### src/rtl/dcfifo_arb_pkg.sv
// rtl/dcfifo_arb_pkg.sv - shared types and helpers for the dcfifo read arbiter
package dcfifo_arb_pkg;

  typedef enum logic {IDLE, GRANT} arb_state_t;

  function automatic int burst_cnt_w(input int max_burst);
    return $clog2(max_burst + 1);
  endfunction

endpackage

### src/rtl/dcfifo_rr_pick.sv
// rtl/dcfifo_rr_pick.sv - combinational round-robin picker
// Finds the first set request strictly after last, wrapping modulo NUM_CH.
module dcfifo_rr_pick #(
  parameter int NUM_CH = 4,
  parameter int CH_W   = $clog2(NUM_CH)
) (
  input  logic [NUM_CH-1:0] req,
  input  logic [CH_W-1:0]   last,
  output logic              found,
  output logic [CH_W-1:0]   idx
);

  logic [2*NUM_CH-1:0] dbl;
  logic [2*NUM_CH-1:0] mask;
  logic [2*NUM_CH-1:0] cand;

  // Doubled vector lets a plain lowest-set-bit search handle the wrap.
  always_comb begin
    dbl  = {req, req};
    mask = '0;
    for (int j = 0; j < 2*NUM_CH; j++) begin
      mask[j] = (j > int'(last)) && (j <= int'(last) + NUM_CH);
    end
    cand  = dbl & mask;
    found = 1'b0;
    idx   = '0;
    for (int j = 2*NUM_CH-1; j >= 0; j--) begin
      if (cand[j]) begin
        found = 1'b1;
        idx   = CH_W'(j % NUM_CH);
      end
    end
  end

endmodule

### src/rtl/dcfifo_rd_arbiter.sv
// rtl/dcfifo_rd_arbiter.sv - round-robin burst arbiter draining show-ahead dcfifos
// One registered output stream tagged with the source channel.
module dcfifo_rd_arbiter
  import dcfifo_arb_pkg::*;
#(
  parameter int NUM_CH    = 4,
  parameter int WIDTH     = 20,
  parameter int CH_W      = $clog2(NUM_CH),
  parameter int MAX_BURST = 4
) (
  input  logic                    aclr,
  input  logic                    rdclk,
  input  logic [NUM_CH-1:0]       ch_enable,
  input  logic [NUM_CH-1:0]       ch_empty,
  input  logic [NUM_CH*WIDTH-1:0] ch_q,
  output logic [NUM_CH-1:0]       ch_rdreq,
  output logic                    out_valid,
  output logic [WIDTH-1:0]        out_data,
  output logic [CH_W-1:0]         out_ch,
  input  logic                    out_ready,
  output logic                    busy
);

  localparam int              BCW       = burst_cnt_w(MAX_BURST);
  localparam logic [BCW-1:0]  LAST_BEAT = BCW'(MAX_BURST - 1);
  localparam logic [CH_W-1:0] LAST_CH   = CH_W'(NUM_CH - 1);

  arb_state_t      state, state_n;
  logic [CH_W-1:0] g, g_n;
  logic [CH_W-1:0] last_grant, last_n;
  logic [BCW-1:0]  burst_cnt, burst_n;

  logic             load;
  logic             g_empty;
  logic             g_en;
  logic             xfer;
  logic [WIDTH-1:0] g_q;
  logic             pick_found;
  logic [CH_W-1:0]  pick_idx;

  dcfifo_rr_pick #(
    .NUM_CH (NUM_CH),
    .CH_W   (CH_W)
  ) u_pick (
    .req   (ch_enable & ~ch_empty),
    .last  (last_grant),
    .found (pick_found),
    .idx   (pick_idx)
  );

  assign load    = !out_valid || out_ready;
  assign g_empty = ch_empty[g];
  assign g_en    = ch_enable[g];
  assign g_q     = ch_q[g*WIDTH +: WIDTH];
  assign xfer    = (state == GRANT) && load && !g_empty && g_en;
  assign busy    = (state == GRANT);

  always_comb begin
    state_n     = state;
    g_n         = g;
    last_n      = last_grant;
    burst_n     = burst_cnt;
    ch_rdreq    = '0;
    ch_rdreq[g] = xfer;
    case (state)
      IDLE: begin
        if (pick_found) begin
          state_n = GRANT;
          g_n     = pick_idx;
          last_n  = pick_idx;
          burst_n = '0;
        end
      end
      GRANT: begin
        if (xfer) begin
          burst_n = burst_cnt + 1'b1;
        end
        // Empty flag lags a pop by one edge, so a one-word FIFO exits here next cycle.
        if ((xfer && burst_cnt == LAST_BEAT) || g_empty || !g_en) begin
          state_n = IDLE;
        end
      end
      default: state_n = IDLE;
    endcase
  end

  always_ff @(posedge rdclk or posedge aclr) begin
    if (aclr) begin
      state      <= IDLE;
      g          <= '0;
      last_grant <= LAST_CH;
      burst_cnt  <= '0;
      out_valid  <= 1'b0;
      out_ch     <= '0;
    end else begin
      state      <= state_n;
      g          <= g_n;
      last_grant <= last_n;
      burst_cnt  <= burst_n;
      if (load) begin
        out_valid <= xfer;
        if (xfer) begin
          out_ch <= g;
        end
      end
    end
  end

  always_ff @(posedge rdclk) begin
    if (xfer) begin
      out_data <= g_q;
    end
  end

endmodule

### config.mk
export PLATFORM = sky130hd
export DESIGN_NAME = dcfifo_rd_arbiter
export DESIGN_NICKNAME = d
export VERILOG_FILES = /design/src/rtl/dcfifo_arb_pkg.sv /design/src/rtl/dcfifo_rr_pick.sv /design/src/rtl/dcfifo_rd_arbiter.sv
export SDC_FILE = /design/constraint.sdc
export NUM_CORES = 1
export LEC_CHECK = 0
export ABC_AREA = 1
export CORE_MARGIN = 2
export CORE_UTILIZATION = 35
export DETAILED_ROUTE_END_ITERATION = 7
export GPL_TIMING_DRIVEN = 1
export PLACE_DENSITY = 0.75
export SYNTH_ARGS = -nofsm -noshare
export SYNTH_HDL_FRONTEND = slang
export SYNTH_HIERARCHICAL = 1
export SYNTH_SLANG_ARGS = --single-unit
### constraint.sdc
create_clock -name rdclk -period 4.5 [get_ports rdclk]
set_input_delay 0.9 -clock rdclk [delete_from_list [all_inputs] [get_ports rdclk]]
set_output_delay 0.9 -clock rdclk [all_outputs]
set_load 0.01 [all_outputs]
==> metrics <==
status=complete, no violations; worst hold endpoint=out_ch[1]; hold path depth=2; Die H=78.0 um; dpl cell area=3120 um^2; CTS Buffer Depth=2; area of the multi-input gates=882 um^2; CTS Root Cell=clkbuf_8; CP arrival=between 2 and 3 ns; largest net degree at the start of global routing=between 40 and 50; via count=between 2k and 2.5k; Core Util, Final=about three fifths; FP Rows=26; Placed Cells incl. Taps=407; routed len/inst=14.6 um; Setup Skew=0.00621 ns; worst vdd ir=0.372 mV; Routability Congestion=roughly 0.8; power per cell area=509 nW/um^2; cts hold-fix bufs=0; area grow syn2layout=67.6%; CP endpoint kind=primary output; antenna violations before repair=0; leak pwr=1.31 nW; crit path launch type=primary input; Syn Nets=between 300 and 400; design area=3210 um^2; drt total wl=around 6100 um; TritonCTS buffer count=5; Pwr Total=1.64 mW; top_reg_cell synth=edfxtp_1; slowest CP cell=clkdlybuf4s50_1; core area=5200 um^2; H-tree Lvls=2; Worst-path clk slew=approximately 0.060 ns; Max-Cap Viols=0; Worst R2R Start=g[0]; Crit path required time=approximately 3.6 ns; Mapped Cells=232; post-synthesis register bit count=31; CP most frequent cell=nand2_1; dpl ws=~0.9 ns; Final nets=437; 1st-pass router iterations=4; Max Transition Viols Final=0; Buf/Inv on CP=2; share of cells above drive strength 1=~7.2%; highest-count cells in the layout ignoring fill and taps=clkdlybuf4s50_1 (118), nand3_1 (70), nand2_1 (41), a22oi_1 (20), edfxtp_1 (20); CP cell instances=clkdlybuf4s50_1, nand2_1, nand2_1, nand2_1, nand2_1, nor2_1, nand2_2, nor3_2, clkdlybuf4s50_1; slowest cell delay on critical path=approximately 0.58 ns; residual DRC count=0; clock period minus worst slack=about 3.6 ns; initial core utilization=36.8%; gr ovfl total=0; worst relative slew slack=between 40% and 50%; EDFF count, synth=20; crit-path max FO=13; Fillers=around 450; post-synthesis async set-or-reset flop share=a little over a third; Synth Warn #=6; Clock Latency Late Sink=between 0.2 and 0.3 ns; delay-heaviest family, CP=buffers and inverters; Least-Margin Pin Slew=about 0.84 ns; Post-CTS Setup Inserts=0; Hold Worst Slack=0.485 ns; CTS tree=yes; All-Layer GR Usage=19.5%; # port buffers=between 100 and 150; Post-DRT Antenna Nets=0; DP Wirelength=4440 um; CP Class=primary input to primary output; cell area after synthesis=between 1500 and 2000 um^2; unrepaired setup endpoints after global routing=false; worst hold start=out_ch[1]; commonest non-fill, non-tap cell in the layout=clkdlybuf4s50_1; die area=around 6100 um^2; Die X=just under 80 um; Setup Viol. Count Final=0; Vias per Instance=slightly below 5; HP Class=flip-flop to flip-flop; Resize count post-CTS=0; sequential fraction of the synthesis area=a little under half; worst reg2reg path endpoint=out_data[3]; CTS sink cnt=31; Finished Layout Cells=~420; total negative slack=0 ns; vias in the first global route=1918; first-pass GRT wire length=9360 um; Fmax=279 MHz; Mean Syn Cell Area=8.26 um^2; final period utilization=79.5%; starting DRC count in detailed routing=144; final hold vios=0; flop-to-flop setup slack=2.16 ns; FF-to-FF path depth=8; Yosys cell types=25; diode count=0; IO Pins=119; register area=878 um^2; Final WS setup=0.921 ns
## state kept, by name, indices dropped and copies added, names as in the netlist
signal and flops:
g 2, last_grant 2, burst_cnt 3, out_data 20, out_ch 2, out_valid 1
busy 1
## worst reg2reg max path: cells and delay by family, from the launching register on
| kind | cells | cell delay (ns) |
|---|---|---|
| and+or+nand+nor | 6 | 0.64 |
| buffers and inverters | 2 | 0.92 |
| DFF | 1 | 0.40 |
## cell type report
type                    instances  share of cell area, %
repair buffers                121                   37.5
multi-input cells             167                   27.5
clock inverters                 1                  0.156
inverters                      18                   2.18
well taps                      70                   2.73
clock buffers                   7                   2.69
flip-flops and latches         31                   27.3
## synthesized netlist by cell type, types with 3 or more instances
master	count	area (um^2)
a22oi_1	20	150
buf_2	3	15.0
buf_6	3	33.8
clkbuf_1	10	37.5
dfrtp_1	9	225
edfxtp_1	20	601
inv_1	17	63.8
nand2_1	41	154
nand2_2	3	18.8
nand3_1	70	350
nor2_1	12	45.0
nor3_2	3	30.0
o21ai_0	4	20.0
o21ai_2	3	26.3
## per-layer routing
metal | up-vias | routed length [um] | track usage, %
met2 | 82 | 2920 | 34.0
met5 | - | 0 | 0
met3 | 8 | 489 | 5.47
li1 | 1041 | - | -
met1 | 913 | 2580 | 23.8
met4 | 0 | 61 | 4.74
## worst max-delay path by stage
| stage | startpoint | endpoint | slack, ns | depth (start not counted) |
|---|---|---|---|---|
| after CTS | ch_empty[3] | ch_rdreq[3] | 0.92 | 9 |
| after global routing | ch_empty[2] | ch_rdreq[3] | 0.81 | 9 |
| after floorplan | ch_empty[3] | ch_rdreq[1] | 1.99 | 8 |
| after detailed placement | ch_empty[3] | ch_rdreq[3] | 0.92 | 9 |
| final | ch_empty[3] | ch_rdreq[3] | 0.92 | 9 |
| after global placement | ch_enable[2] | ch_rdreq[3] | 0.99 | 8 |
## logic make-up (layout without fill, tap and decap cells)
group                      Yosys count  after routing  share of synthesized area (%)
DFF                                 31             31                           45.8
adders and majority gates            2              2                           1.31
and+or+nand+nor                    133            133                           32.7
AOI/OAI and AO/OA                   32             32                           12.0
buffers and inverters               34            147                           8.16
## power by group
group          internal [mW]  switching (mW)  total (mW)
clock network          0.123          0.0967       0.220
registers              0.470          0.0555       0.525
logic                  0.377           0.514       0.891
total                  0.970           0.666        1.64
No activity file was read; power rests on OpenSTA's default activity.
